$ cat src/rtl/mips_cpu_arb_pkg.sv
// Shared types for the CPU instruction/data Avalon arbiter.
//   arb_state_t     : arbiter FSM state
//   arb_owner_t     : which master owns the slave port
//   ARB_NUM_MASTERS : number of masters sharing the slave port
package mips_cpu_arb_pkg;

   typedef enum logic [1:0] {
      IDLE,
      ISSUE,
      WAIT
   } arb_state_t;

   typedef enum logic {
      OWNER_I,
      OWNER_D
   } arb_owner_t;

   localparam int ARB_NUM_MASTERS = 2;

endpackage

$ cat src/rtl/mips_cpu_arb_select.sv
// Combinational winner pick between the instruction and data masters.
// Build option: MIPS_CPU_ARB_ROUND_ROBIN_EN
//   defined   : on contention the master that did not complete last wins
//   undefined : on contention the data master always wins
// Ports:
//   i_req, d_req : request from each master
//   last         : owner of the most recently completed transfer
//   grant_valid  : at least one master is requesting
//   grant        : selected master (meaningful when grant_valid)
module mips_cpu_arb_select
   import mips_cpu_arb_pkg::*;
(
   input  logic       i_req,
   input  logic       d_req,
   input  arb_owner_t last,
   output logic       grant_valid,
   output arb_owner_t grant
);

`ifndef MIPS_CPU_ARB_ROUND_ROBIN_EN
   // Fixed priority has no use for the history of completed transfers.
   logic unused_last;
   assign unused_last = (last == OWNER_D);
`endif

   always_comb begin
      grant_valid = i_req | d_req;
      grant       = OWNER_I;
      if (i_req && d_req) begin
`ifdef MIPS_CPU_ARB_ROUND_ROBIN_EN
         grant = (last == OWNER_I) ? OWNER_D : OWNER_I;
`else
         grant = OWNER_D;
`endif
      end else if (d_req) begin
         grant = OWNER_D;
      end
   end

endmodule

$ cat src/rtl/mips_cpu_avalon_arbiter.sv
// Two-master to one-slave Avalon arbiter: CPU instruction fetch (read-only)
// and data load/store share one memory port. Transactions are serialised;
// each grant is held on the registered s_* bus until the slave drops
// s_waitrequest, and the slave read data is returned to the owner.
// Build option: MIPS_CPU_ARB_ROUND_ROBIN_EN selects round-robin arbitration
// (default is fixed priority with the data master winning).
// Ports:
//   clk, rst_n                      : clock, synchronous active-low reset
//   i_address, i_read               : instruction master request
//   i_waitrequest, i_readdata       : instruction master response
//   d_address, d_read, d_write,
//   d_byteenable, d_writedata       : data master request (d_write wins)
//   d_waitrequest, d_readdata       : data master response
//   s_address, s_read, s_write,
//   s_byteenable, s_writedata       : registered slave request bus
//   s_waitrequest, s_readdata       : slave response
//
// state | meaning
// IDLE  | no transfer; winner is latched onto s_* when anyone requests
// ISSUE | first cycle of the slave request; s_waitrequest ignored
// WAIT  | s_* held until s_waitrequest=0 completes the transfer
module mips_cpu_avalon_arbiter
   import mips_cpu_arb_pkg::*;
#(
   parameter int ADDR_W = 32,
   parameter int DATA_W = 32
) (
   input  logic                  clk,
   input  logic                  rst_n,
   input  logic [ADDR_W-1:0]     i_address,
   input  logic                  i_read,
   output logic                  i_waitrequest,
   output logic [DATA_W-1:0]     i_readdata,
   input  logic [ADDR_W-1:0]     d_address,
   input  logic                  d_read,
   input  logic                  d_write,
   input  logic [DATA_W/8-1:0]   d_byteenable,
   input  logic [DATA_W-1:0]     d_writedata,
   output logic                  d_waitrequest,
   output logic [DATA_W-1:0]     d_readdata,
   output logic [ADDR_W-1:0]     s_address,
   output logic                  s_read,
   output logic                  s_write,
   output logic [DATA_W/8-1:0]   s_byteenable,
   output logic [DATA_W-1:0]     s_writedata,
   input  logic                  s_waitrequest,
   input  logic [DATA_W-1:0]     s_readdata
);

   arb_state_t        state, state_nxt;
   arb_owner_t        owner, last, grant;
   logic              grant_valid;
   logic              i_req, d_req;
   logic              completing, i_done, d_done;
   logic [DATA_W-1:0] i_rdata_q, d_rdata_q;

   assign i_req = i_read;
   assign d_req = d_read | d_write;

   mips_cpu_arb_select u_select (
      .i_req       (i_req),
      .d_req       (d_req),
      .last        (last),
      .grant_valid (grant_valid),
      .grant       (grant)
   );

   // Completion is only recognised in WAIT, so a low s_waitrequest left
   // over from a previous slave cycle cannot finish a transfer at ISSUE.
   assign completing = (state == WAIT) && !s_waitrequest;
   assign i_done     = completing && (owner == OWNER_I);
   assign d_done     = completing && (owner == OWNER_D);

   assign i_waitrequest = i_req & ~i_done;
   assign d_waitrequest = d_req & ~d_done;

   assign i_readdata = i_done ? s_readdata : i_rdata_q;
   assign d_readdata = d_done ? s_readdata : d_rdata_q;

   always_comb begin
      state_nxt = state;
      case (state)
         IDLE:    if (grant_valid) state_nxt = ISSUE;
         ISSUE:   state_nxt = WAIT;
         WAIT:    if (!s_waitrequest) state_nxt = IDLE;
         default: state_nxt = IDLE;
      endcase
   end

   always_ff @(posedge clk) begin
      if (!rst_n) begin
         state        <= IDLE;
         owner        <= OWNER_I;
         last         <= OWNER_I;
         s_address    <= '0;
         s_read       <= 1'b0;
         s_write      <= 1'b0;
         s_byteenable <= '0;
         s_writedata  <= '0;
         i_rdata_q    <= '0;
         d_rdata_q    <= '0;
      end else begin
         state <= state_nxt;

         if (state == IDLE && grant_valid) begin
            owner <= grant;
            if (grant == OWNER_D) begin
               s_address    <= d_address;
               s_byteenable <= d_byteenable;
               s_writedata  <= d_writedata;
               // A simultaneous read and write is treated as a write.
               s_write      <= d_write;
               s_read       <= ~d_write;
            end else begin
               s_address    <= i_address;
               s_byteenable <= '1;
               s_writedata  <= '0;
               s_write      <= 1'b0;
               s_read       <= 1'b1;
            end
         end

         if (completing) begin
            s_read  <= 1'b0;
            s_write <= 1'b0;
            last    <= owner;
            if (owner == OWNER_I) i_rdata_q <= s_readdata;
            else                  d_rdata_q <= s_readdata;
         end
      end
   end

endmodule

$ cat config.mk
export PLATFORM = sky130hd
export DESIGN_NAME = mips_cpu_avalon_arbiter
export DESIGN_NICKNAME = d
export VERILOG_FILES = /design/src/rtl/mips_cpu_arb_pkg.sv /design/src/rtl/mips_cpu_arb_select.sv /design/src/rtl/mips_cpu_avalon_arbiter.sv
export SDC_FILE = /design/constraint.sdc
export NUM_CORES = 1
export LEC_CHECK = 0
export ABC_AREA = 1
export BUFFER_PORTS_ARGS = -buffer_cell sky130_fd_sc_hd__buf_2
export CELL_PAD_IN_SITES_DETAIL_PLACEMENT = 0
export CELL_PAD_IN_SITES_GLOBAL_PLACEMENT = 1
export CORE_ASPECT_RATIO = 1.25
export CORE_MARGIN = 5
export CORE_UTILIZATION = 34
export CTS_CLUSTER_SIZE = 40
export DETAILED_ROUTE_END_ITERATION = 8
export PLACE_DENSITY = 0.82
export SLEW_MARGIN = 20
export SYNTH_ARGS = -nofsm -noshare
export SYNTH_HDL_FRONTEND = slang
export SYNTH_SLANG_ARGS = --single-unit
$ cat constraint.sdc
create_clock -name clk -period 3.37 [get_ports clk]
set_clock_uncertainty 0.2 [all_clocks]
set_input_delay 1.011 -clock clk [delete_from_list [all_inputs] [get_ports clk]]
set_output_delay 1.011 -clock clk [all_outputs]
set_load 0.1 [all_outputs]
==> results.md <==
- Outcome: complete, no violations
- Critical Path End Type: output port
- Commonest cells after routing, fill and taps aside: 331 x nand2_1, 207 x buf_2, 186 x inv_1, 140 x nor2_1, 137 x dfxtp_1
- Initial DRC Count: slightly above 300
- First drt pass iteration count: 4
- Die width: 133 um
- Layout Cell Area excl Fill: 0.00921 mm^2
- Hold_ws: 0.278 ns
- CP Launch Type: input port
- Synth Warn #: 0
- First-pass GRT wire length: 32300 um
- Row count: 56
- Buffers added on ports: 273
- Vias in the first global route: 6422
- Leakage: around 5.3 nW
- Worst-Margin Slew: 0.691 ns
- Sequential-to-total area share from yosys stat: 42.9%
- Post-synth top area share: 42.9%
- Initial Utilization: 34.3%
- Utilization after layout: 49.4%
- R2r worst-path depth: 7
- Vias: about 6600
- Synth area leaders: dfxtp_1 43%, nand2_1 20%, inv_1 12%
- Root buf cell: clkbuf_16
- Crit Path Class: input port to output port
- Antenna violations before repair: 0
- Clock Tree Buf Depth: 2
- Vias per Instance: about 4.4
- Syn nets: 1156
- Commonest non-fill, non-tap cell in the layout: nand2_1
- Core Footprint: 0.0186 mm^2
- CTS clk-pin slew, worst paths: 0.06 ns
- Setup TNS: 0 ns
- Period minus WS final: 3.32 ns
- Syn Area/Cell: 6.29 um^2
- DP Wirelength: 14200 um
- Routability cong.: around 0.79
- Rel. slew slack: 53.9%
- Post-Syn Area: 0.00640 mm^2
- Die height: 163 um
- Worst EP required: 2.16 ns
- Maximum vdd drop: approximately 310 uV
- Total chip power: 5.96 mW
- GRT Total Usage: 18.3%
- Die footprint: 0.0217 mm^2
- Max cap viols: 0
- Unrepaired setup endpoints after global routing: yes
- Hold buffers post-CTS: 0
- Setup Viol. Count Final: 0
- Clock latency on the worst-skew pair: 0.41 ns
- Hold-critical path depth: 2
- Area leader, netlist: dfxtp_1
- Total grt overflow: 0
- Area growth syn-to-layout: 43.9%
- Antenna viol nets, final: 0
- Cells after Synth: 1018
- PwrDens: around 650 mW/mm^2
- Largest net degree at the start of global routing: 66
- Setup WS post-layout: 0.0525 ns
- Ant. Diodes: 0
- Layout cell share with drive strength beyond 1: 27.5%
- Residual DRC: 0
- Hold Vio Cnt, Final: 0
- Placed cell area: 0.00847 mm^2
- Worst hold path type: flop to flop
- Worst Path Arrival: 2.11 ns
- Wire length per cell: 13.3 um
- CP max FO: 7
- Nets: 1412
- Fin cells: ~1500
- Inst Count DP: 1484
- Seq cells post-synth: between 100 and 150
- CTS tree: yes
- Slew Limit Fails: 0
- H-tree levels: 4
- Place WS: -0.0288 ns
- Post-CTS setup buffer count: 0
- Distinct cells, synth: 18
- Crit share post-route: 98.4%
- I/O Pins: 274
- Num CTS Buffers: 17
- Final WL: 20200 um
- Fmax: 301 MHz
- CTS sink cnt: 137
## repair_timing
item	in CTS	in global routing
gates cloned	0	3
pin swaps	0	1
setup endpoints to repair	33	29
resized for setup	33	23
## worst paths after layout
kind                                       from         endpoint  slack [ns]
worst max-delay path              s_waitrequest   d_readdata[21]        0.05
worst min-delay path            s_writedata[14]  s_writedata[14]        0.28
worst max register to register         state[0]  s_writedata[11]        1.45
worst min register to register  s_writedata[14]  s_writedata[14]        0.28
## synth_stat cells, drive strengths merged
cell type / count
a21oi: 34
nor3: 1
nor2: 143
a31oi: 2
inv: 199
buf: 40
clkinv: 1
clkbuf: 24
nand2: 333
o21ai: 4
dfxtp: 137
nand3: 36
nand4: 64
## sequential cells by signal, indices dropped and copies added, names as in the netlist
| register | cells |
|---|---|
| s_address | 32 |
| i_rdata_q | 32 |
| state | 2 |
| owner | 1 |
| s_write | 1 |
| s_read | 1 |
| d_rdata_q | 32 |
| s_writedata | 32 |
| s_byteenable | 4 |
## final cells by class
class                           instances  area, um^2
Clock buffer                           20         467
Clock inverter                         12         138
Fill cell                            1951        9430
Inverter                              200         752
Multi-Input combinational cell        617        2620
Sequential cell                       137        2740
Tap cell                              232         290
Timing Repair Buffer                  301        2200
## logic make-up (layout without fill, tap and decap cells)
logic type / count (synthesis) / count (layout) / share of synthesized area, %
simple gates: 577 / 577 / 37.3
buf+inv: 264 / 533 / 16.6
flops: 137 / 137 / 42.9
compound gates: 40 / 40 / 3.17
## where the power goes
| part | internal [mW] | switching (mW) |
|---|---|---|
| registers | 1.76 | 0.0552 |
| logic | 0.455 | 1.78 |
| clock network | 1.16 | 0.741 |
| total | 3.37 | 2.58 |
## routing by layer
| metal | wire (um) | share of wire [%] | track usage, % |
|---|---|---|---|
| met1 | 8850 | 44 | 21.9 |
| met2 | 9570 | 47 | 31.3 |
| met3 | 1450 | 7.2 | 6.44 |
| met4 | 294 | 1.5 | 5.10 |
| met5 | 0 | 0 | 0 |
## worst max-delay path, stage by stage
cell     delay [ns]
buf_2          0.12
nor2_4         0.12
buf_6          0.12
nand3_4        0.11
buf_4          0.21
nand2_1        0.07
nand2_1        0.06
inv_1          0.09
buf_12         0.18
No activity file was read; power rests on OpenSTA's default activity.
